**src/rtl/stack_ctrl.sv**
```systemverilog
// stack_ctrl: keeps top-of-stack in a register and sequences the RAM stack below it.
// Define STACK_CTRL_GUARD_EN to drop overflowing/underflowing commands and raise sticky error flags.
module stack_ctrl #(
  parameter int DEPTH = 512,
  parameter int WIDTH = 16,
  parameter int DW    = $clog2(DEPTH + 2)
) (
  input  logic             clk,
  input  logic             rst_n,
  input  logic             cmd_valid,
  output logic             cmd_ready,
  input  logic [1:0]       cmd_op,
  input  logic [WIDTH-1:0] cmd_data,
  output logic [WIDTH-1:0] tos,
  output logic [WIDTH-1:0] nos,
  output logic [DW-1:0]    depth,
  output logic             empty,
  output logic             full,
  output logic             err_ovf,
  output logic             err_unf,
  input  logic             err_clr,
  output logic             stk_we,
  output logic [1:0]       stk_delta,
  output logic [WIDTH-1:0] stk_wd,
  input  logic [WIDTH-1:0] stk_rd
);
`ifdef STACK_CTRL_GUARD_EN
  localparam logic GUARD = 1'b1;
`else
  localparam logic GUARD = 1'b0;
`endif
  localparam logic [DW-1:0] FULL_D = DW'(DEPTH + 1);
  typedef enum logic {IDLE, SETTLE} state_t;
  typedef enum logic [1:0] {OP_PUSH = 2'b00, OP_POP = 2'b01, OP_SWAP = 2'b10, OP_REPL = 2'b11} op_t;
  state_t           r_state, w_next;
  logic [WIDTH-1:0] r_tos, w_tos;
  logic [DW-1:0]    r_depth, w_depth;
  logic             r_ovf, r_unf, w_set_ovf, w_set_unf, w_acc, w_ge2;
  assign cmd_ready = (r_state == IDLE);
  assign w_acc     = cmd_valid & cmd_ready;
  assign empty     = (r_depth == '0);
  assign full      = (r_depth == FULL_D);
  assign w_ge2     = (r_depth >= DW'(2));
  assign tos       = r_tos;
  assign nos       = stk_rd;
  assign depth     = r_depth;
  assign stk_wd    = r_tos;
  assign err_ovf   = GUARD & r_ovf;
  assign err_unf   = GUARD & r_unf;
  // T and depth move on the accepting edge; RAM ops then wait one cycle for the registered read
  always_comb begin
    w_next    = IDLE;
    w_tos     = r_tos;
    w_depth   = r_depth;
    stk_we    = 1'b0;
    stk_delta = 2'b00;
    w_set_ovf = 1'b0;
    w_set_unf = 1'b0;
    if (w_acc) begin
      case (cmd_op)
        OP_PUSH:
          if (empty) begin
            w_tos   = cmd_data;
            w_depth = DW'(1);
          end else if (GUARD && full) begin
            w_set_ovf = 1'b1;
          end else begin
            stk_we    = 1'b1;
            stk_delta = 2'b01;
            w_tos     = cmd_data;
            w_depth   = r_depth + DW'(1);
            w_next    = SETTLE;
          end
        OP_POP:
          if (r_depth == DW'(1)) begin
            w_depth = '0;
          end else if (GUARD && empty) begin
            w_set_unf = 1'b1;
          end else begin
            stk_delta = 2'b11;
            w_tos     = stk_rd;
            w_depth   = r_depth - DW'(1);
            w_next    = SETTLE;
          end
        OP_SWAP:
          if (GUARD && !w_ge2) begin
            w_set_unf = 1'b1;
          end else begin
            stk_we = 1'b1;
            w_tos  = stk_rd;
            w_next = SETTLE;
          end
        default: begin
          w_tos   = cmd_data;
          w_depth = empty ? DW'(1) : r_depth;
        end
      endcase
    end
  end
  always_ff @(posedge clk or negedge rst_n) begin
    if (!rst_n) begin
      r_state <= IDLE;
      r_tos   <= '0;
      r_depth <= '0;
      r_ovf   <= 1'b0;
      r_unf   <= 1'b0;
    end else begin
      r_state <= w_next;
      r_tos   <= w_tos;
      r_depth <= w_depth;
      r_ovf   <= w_set_ovf | (r_ovf & ~err_clr);
      r_unf   <= w_set_unf | (r_unf & ~err_clr);
    end
  end
endmodule

```
**config.mk**
```make
export PLATFORM = sky130hd
export DESIGN_NAME = stack_ctrl
export DESIGN_NICKNAME = d
export VERILOG_FILES = /design/src/rtl/stack_ctrl.sv
export SDC_FILE = /design/constraint.sdc
export NUM_CORES = 1
export LEC_CHECK = 0
export BUFFER_PORTS_ARGS = -buffer_cell sky130_fd_sc_hd__buf_2
export CAP_MARGIN = 20
export CORE_UTILIZATION = 40
export CTS_CLUSTER_DIAMETER = 80
export DETAILED_ROUTE_END_ITERATION = 10
export HOLD_SLACK_MARGIN = 0.05
export PLACE_DENSITY = 0.71
export SLEW_MARGIN = 40
export SYNTH_ARGS = -nofsm -noshare
export SYNTH_HDL_FRONTEND = slang
export SYNTH_SLANG_ARGS = --single-unit
export TNS_END_PERCENT = 10
```
**constraint.sdc**
```tcl
create_clock -name clk -period 2.85 [get_ports clk]
set_clock_uncertainty 0.2 [all_clocks]
set_input_delay 0.1425 -clock clk [delete_from_list [all_inputs] [get_ports clk]]
set_output_delay 0.1425 -clock clk [all_outputs]
set_load 0.01 [all_outputs]
```
Word-level counts from Yosys, hierarchy flattened:

Cells that the tools add are included.

* mux-type cells: 16
* add/sub/neg operators: 2
* eq/ne operators: 5
* reductions and logical operators: 5
* bitwise operators: 3

Operators by type and width (number)
* $pmux 16 s2: 1
* $mux 10: 3
* $pmux 10 s3: 1
* $mux 16: 1
* $add 10x1->10 const B: 1
* $eq 10x1->1 const B: 1
* $eq 10x10->1 const B: 1
* $logic_not 10->1: 1
* $sub 10x1->10 const B: 1
* $mux 1: 5
* $mux 2: 2
* $pmux 2 s2: 1
* $pmux 1 s3: 1
* $reduce_and 3->1: 1
* $reduce_bool 3->1: 1
* $eq 2x1->1 const B: 1
* $eq 2x2->1 const B: 1
* $logic_not 2->1: 1
* $ne 2x2->1 const B: 1
* $not 1->1: 2
* $pmux 1 s2: 1
* $reduce_and 2->1: 1
* $and 1x1->1: 1

* output and inout bits: 66
* bits of input ports: 38
* register bits: 27
* logic and storage cells: 34

Depth between registers and ports, before layout:

Gate-level depths: netlist of the first run.

* word-level depth: 4
* depth in mapped cells: 9
* gate-level depth less buffers: 8

Least setup slack after synthesis of the first run:

OpenSTA, ideal clock, no wires.

* path kind: flip-flop to flip-flop
* from: register r_depth[0], in the netlist depth[0]
* to: register r_depth[9], in the netlist depth[9]
* arrival: 2108 ps
* library setup time: 127 ps
* slack: 415 ps
* path buffers: 1
* period minus slack after synthesis: 2435 ps
* required time: 2523 ps
* cell stages (with the launch flop): 10
* path through: dfrtp_1 -> inv_1 -> ha_1 -> or3b_4 -> or3_1 -> buf_2 -> inv_2 -> o31ai_2 -> a22oi_1 -> nand3_1

* cells in the longest elaborated chain, start to end: 3
* elaborated cells on any way between the ends: 9
* classes of those cells: add/sub: 2; eq/ne: 1; mux: 3; reduce/logical: 3

RTL lines
* from (decl): line 37 `logic [DW-1:0] r_depth, w_depth;`
* from (signal assigned): line 110 `r_depth <= w_depth;`
* $logic_not 10->1 (*): line 41 `assign empty = (r_depth == '0);`
* named net empty: line 17 `output logic empty,`
* $mux 10 or $reduce_bool 3->1 (tied branches)
* $pmux 10 s3 or $reduce_and 3->1 (tied branches)

Mark *: on every way through the listed nets, which the timed path passes. The rest lies on a longest branch.
A chain may end at the register's enable or synchronous reset.

Worst setup path after layout of the first run:

* from: register r_depth[1], in the netlist depth[1]
* to: output port stk_we

* cells in the longest elaborated chain, start to end: 4

RTL lines
* $logic_not 10->1: line 41
* $mux 1: line 62 `if (empty) begin`
* $pmux 1 s2: line 60 `case (cmd_op)`
* $mux 1: line 59 `if (w_acc) begin`
* to (decl): line 22 `output logic stk_we,`

Every way passes these cells.

==> results of run 1 <==
Yosys cell counts, types with 4 or more instances:
master,n,area share
ha_1,7,0.042
mux2i_1,19,0.092
a21oi_1,24,0.058
nor2_1,27,0.049
nand2_1,8,0.014
nand3_1,6,0.014
clkbuf_1,9,0.016
buf_4,34,0.12
or3_1,4,0.012
a211oi_1,4,0.014
dfrtp_1,27,0.33
inv_1,7,0.013
o21ai_1,4,0.0097
power groups by stage:
stage | Sequential (mW) | Combinational, mW | Clock (mW)
global route | 0.670 | 1.02 | 0.252
detailed placement | 0.652 | 0.865 | 0
floorplan | 0.656 | 0.628 | 0
CTS | 0.643 | 0.920 | 0.234
global placement | 0.645 | 0.852 | 0
finish | 0.644 | 0.924 | 0.223
what timing repair did:
action / CTS / global route
hold endpoints to repair: 44 / 0
setup buffers: 0 / 0
hold buffers: 35 / 0
cell type report:
class	instances	area share
Tap cell	67	0.0302
Multi-Input combinational cell	151	0.377
Clock buffer	4	0.0162
Sequential cell	27	0.243
Timing Repair Buffer	141	0.323
Inverter	8	0.0108
final timing paths:
| path | start | end | slack [ps] | cells past startpoint |
|---|---|---|---|---|
| max | depth[1] | stk_we | 130 | 7 |
| max reg2reg | depth[1] | depth[4] | 280 | 8 |
| min | cmd_valid | r_state | 150 | 3 |
| min in group asynchronous | rst_n | depth[1] | 210 | 2 |
| min reg2reg | stk_wd[2] | stk_wd[2] | 350 | 2 |
| max in group asynchronous | rst_n | depth[4] | 1820 | 2 |
through the flow:
stage	hold slack (ps)	power (mW)
floorplan	-353	1.28
global placement	5.01	1.50
detailed placement	11.2	1.52
CTS	147	1.80
global route	159	1.94
finish	154	1.79
state kept, by name, indices dropped and copies added, names as in the netlist:
signal / count
depth: 10
r_state: 1
stk_wd: 16
critical path: stages (launching register included):
cell     delay, ps
dfrtp_1        460
inv_1          100
ha_1           190
or3b_4         420
or3_1          480
a21oi_1        240
nor2_1          60
buf_2          150
routing by layer:
metal  vias to the layer above  track usage  part of all wire
li1                        991            -                 -
met1                       947        0.249              0.43
met2                        62        0.342              0.52
met3                         2       0.0352             0.045
met4                         0       0.0385            0.0050
met5                         -            0                 0
kinds of logic after synthesis:
family          share of synthesized area
compound gates                      0.159
other cells                       0.00181
fa+ha+maj                          0.0423
mux                                 0.108
buf+inv                             0.178
simple gates                        0.185
flops                               0.326
==> summary.txt, run 1 <==
Timing
  • Setup violations, final: 0
  • Slew of the pin with the lowest slew margin: between 700 and 800 ps
  • Final hold vios: 0
  • Fin Setup TNS: 0 ps
  • F_max: between 300 and 400 MHz
  • Final Cycle Share: 0.955
  • Post-layout minimum cycle time: ~2700 ps
  • RSZ-0062 raised after global routing: false
  • Slew margin rel.: 0.481
  • Max Slew Vio Count: 0
  • Final worst slack: around 130 ps

Synth
  • Share of synthesized registers carrying an async set or reset: 1.00
  • Post-synth cell types: 46
  • Synth Area per Inst: about 9 um2
  • Synth Register Bits: 27
  • Synth Cell Area: roughly 2100 um2
  • Ys Warns: 0
  • Ys flop type: dfrtp_1
  • Seq/Total Area, Yosys: 0.326
  • Number of synthesized flops with an enable pin: 0
  • Post-Syn Instances: around 230

GRT
  • Total gr overflow: 0
  • Global-route wire length before repair: 8.31 mm
  • Vias in the first global route: roughly 1.8k
  • Initial antenna violation count: 0
  • Gr usage total: 0.194
  • Largest net degree at the start of global routing: 33

Pwr
  • VDD IR max: around 0.34 mV
  • Sw Ratio: 0.423
  • Combinational share of power: 0.516
  • Sw Pwr: around 0.76 mW
  • Pwr Density: about 640 nW/um2
  • Clk pwr share: 0.124
  • Lkg Pwr: 1.35 nW
  • Cell internal pwr: ~1.0 mW
  • Sequential fraction of design power: 0.360

Placed design
  • Port buffer count: 100
  • Dpl hpwl: approximately 3.6 mm
  • Placed cell area: 2380 um2
  • Dpl ws: between 200 and 300 ps
  • Placed Cells: approximately 360
  • GPL Wtd Cong: around 0.86

Drt
  • Vias/cell: approximately 5
  • Final ANT Viol Nets: 0
  • # DRC: 0
  • Drt initial violations: 142
  • DRT Wirelength: between 5 and 6 mm
  • Via count: ~2.0k
  • Routed WL per cell: between 10 and 15 um
  • First-pass iteration count of the detailed router: 4

Cells and area
  • Most frequent cells in the layout: buf_2, dlygate4sd3_1, nor2_1, dfrtp_1, a21oi_1
  • Final instance area: 2780 um2
  • Register area: between 600 and 700 um2
  • Non-filler cells, final: 398
  • Diode count: 0
  • Share of layout cells above drive strength 1: 0.372
  • Net count reported at finish: around 380
  • Most common cell after layout, fill and taps aside: buf_2
  • Post-layout util: 0.573
  • Layout area overhead: 34.0%
  • Final-layout fill cell count: between 400 and 500
  • Footprint of the multi-input gates: 1050 um2

Clock network
  • CTS sink count: 27
  • H-tree lvl count: 1
  • CTS Buffer Depth: 2
  • PostCTS Resize Cnt: 0
  • Num CTS Buffers: 3
  • Root buffer cell: clkbuf_8
  • CTS tree: built
  • CTS clock-pin slew for the worst setup and hold paths: about 100 ps
  • Worst-skew pair later-pin latency: 270 ps

Status
  • Status: finished, final reports clean

Critical path
  • Req. time, crit path: 2510 ps
  • Startpoint Class: flop
  • Critical Path AT: between 2000 and 2500 ps
  • CP Class: reg2out
  • Largest fanout on the critical path: 8
  • CP Capture Type: primary output

Die
  • Die Width: 74.0 um
  • Core Area: approximately 4800 um2
  • Site row count: 25
  • Initial Utilization: 0.427
  • DIE AREA: 5470 um2
  • Die Y: roughly 74 um
  • IO Count: ~100

Worst hold path
  • Hold crit path type: in2reg

Run
  • Max Cap Viol: 0
Power figures use the tool's default switching activity.
==> run 2: changes to the inputs <==
--- a/config.mk
+++ b/config.mk
@@ -5,10 +5,10 @@
 export SDC_FILE = /design/constraint.sdc
 export NUM_CORES = 1
 export LEC_CHECK = 0
-export BUFFER_PORTS_ARGS = -buffer_cell sky130_fd_sc_hd__buf_2
+export ABC_CLOCK_PERIOD_IN_PS = 2850
+export BUFFER_PORTS_ARGS = -buffer_cell sky130_fd_sc_hd__clkbuf_2
 export CAP_MARGIN = 20
 export CORE_UTILIZATION = 40
-export CTS_CLUSTER_DIAMETER = 80
 export DETAILED_ROUTE_END_ITERATION = 10
 export HOLD_SLACK_MARGIN = 0.05
 export PLACE_DENSITY = 0.71
==> summary.txt, run 2 (synthesis gave the netlist of run 1 again) <==
Critical path
  • Critical Path AT: between 2000 and 2500 ps
  • CP Capture Type: primary output
  • Cells on worst reg2reg path: 8
  • Startpoint Class: flop
  • Largest fanout on the critical path: 8
  • Worst R2R Setup Slack: ~330 ps
  • CP Class: reg2out
  • Req. time, crit path: 2510 ps

Drt
  • Vias/cell: ~5.1
  • Top Layer Used: met4
  • First-pass iteration count of the detailed router: 4
  • Metal1 wirelength: 2.30 mm
  • DRT Wirelength: ~5.5 mm
  • Via count: 2019
  • Routed WL per cell: about 14 um
  • Final ANT Viol Nets: 0
  • Drt initial violations: 82
  • Met3 wire length: ~210 um
  • # DRC: 0
  • WL met2: approximately 3.0 mm

Timing
  • Fin Setup TNS: 0 ps
  • Slew margin rel.: 0.497
  • Post-layout minimum cycle time: 2650 ps
  • Slew of the pin with the lowest slew margin: about 750 ps
  • Hold slack: around 150 ps
  • Final hold vios: 0
  • Final Cycle Share: 0.930
  • Setup violations, final: 0
  • F_max: 377 MHz
  • RSZ-0062 raised after global routing: false
  • Max Slew Vio Count: 0

GRT
  • Vias in the first global route: about 1.8k
  • Global-route wire length before repair: roughly 8.3 mm
  • Total gr overflow: 0
  • Gr usage total: 0.197
  • Largest net degree at the start of global routing: 33
  • Initial antenna violation count: 0

Clock network
  • CTS clock-pin slew for the worst setup and hold paths: 110 ps
  • CTS Buffer Depth: 2
  • CTS tree: built
  • Root buffer cell: clkbuf_8
  • Post-CTS setup buffer count: 0
  • Worst-skew pair later-pin latency: about 280 ps
  • CTS sink count: 27
  • H-tree lvl count: 1
  • Num CTS Buffers: 3

Pwr
  • Sw Ratio: 0.432
  • Pwr Density: around 650 nW/um2
  • Sw Pwr: 0.785 mW
  • VDD IR max: between 0.3 and 0.4 mV
  • Combinational share of power: 0.514
  • Clk pwr share: 0.130
  • Cell internal pwr: approximately 1.0 mW
  • Lkg Pwr: around 1.4 nW
  • Sequential fraction of design power: 0.357

Die
  • Die Y: 74.0 um
  • DIE AREA: 5470 um2
  • Site row count: 25
  • Initial Utilization: 0.427
  • Core Area: 4850 um2
  • IO Count: around 100
  • Die Width: ~74 um

Placed design
  • Dpl hpwl: 3.56 mm
  • GPL Wtd Cong: approximately 0.86
  • Port buffer count: 100

Cells and area
  • Layout area overhead: 34.4%
  • Share of layout cells above drive strength 1: 0.378
  • Most frequent cells in the layout: clkbuf_2, dlygate4sd3_1, nor2_1, dfrtp_1, a21oi_1
  • Largest register FFs: 16
  • Post-layout util: 0.574
  • Net count reported at finish: ~380
  • Most common cell after layout, fill and taps aside: clkbuf_2
  • Diode count: 0

Status
  • Status: finished, final reports clean

Run
  • Max Cap Viol: 0

Worst hold path
  • Worst hold stages: 3
  • Hold crit path type: in2reg
## run 2: power groups by stage
stage | Clock [mW] | Combinational [mW] | Sequential [mW]
2_1_floorplan | 0 | 0.628 | 0.656
3_3_place_gp | 0 | 0.852 | 0.649
3_5_place_dp | 0 | 0.867 | 0.655
4_1_cts | 0.246 | 0.924 | 0.646
5_1_grt | 0.260 | 1.03 | 0.667
6_report | 0.236 | 0.934 | 0.648
## run 2: area by class of cell
cell class | instances | area, um2
Clock buffer | 3 | 41.3
Clock inverter | 1 | 7.51
Fill cell | 449 | 2060
Inverter | 8 | 30.0
Multi-Input combinational cell | 151 | 1050
Sequential cell | 27 | 676
Tap cell | 67 | 83.8
Timing Repair Buffer | 141 | 896
## run 2: final timing paths
path | start | to
worst min register to register | stk_wd[8] | stk_wd[8]
min in group asynchronous | rst_n | depth[1]
worst min-delay path | cmd_valid | r_state
worst max-delay path | depth[1] | stk_we
worst max register to register | depth[1] | depth[4]
max in group asynchronous | rst_n | stk_wd[8]
## run 2: repair_timing
item                                   in CTS  in global routing
gates resized for setup                     0                  1
setup endpoints to repair                   0                  1
hold buffers                               35                  0
endpoints found under the hold margin      44                  0
## run 2: per-stage QoR
step	power (mW)	area [um2]	instances	setup slack, ps
floorplan	1.28	2080	235	415
global placement	1.50	2370	359	331
detailed placement	1.52	2380	359	276
CTS	1.82	2780	398	105
global route	1.95	2790	398	82.8
finish	1.82	2790	398	199
## run 2: metal layers
metal | global-route usage | up-vias
met2 | 0.354 | 59
met5 | 0 | -
met1 | 0.244 | 967
met3 | 0.0257 | 4
met4 | 0.0620 | 0
li1 | - | 989
## run 2: worst max-delay path, cell delays in order (launching register included)
cell and delay, ps:
dfrtp_1 470, inv_1 100, ha_1 190, or3b_4 420
or3_4 440, a21oi_1 210, nor2_1 60, clkbuf_2 140
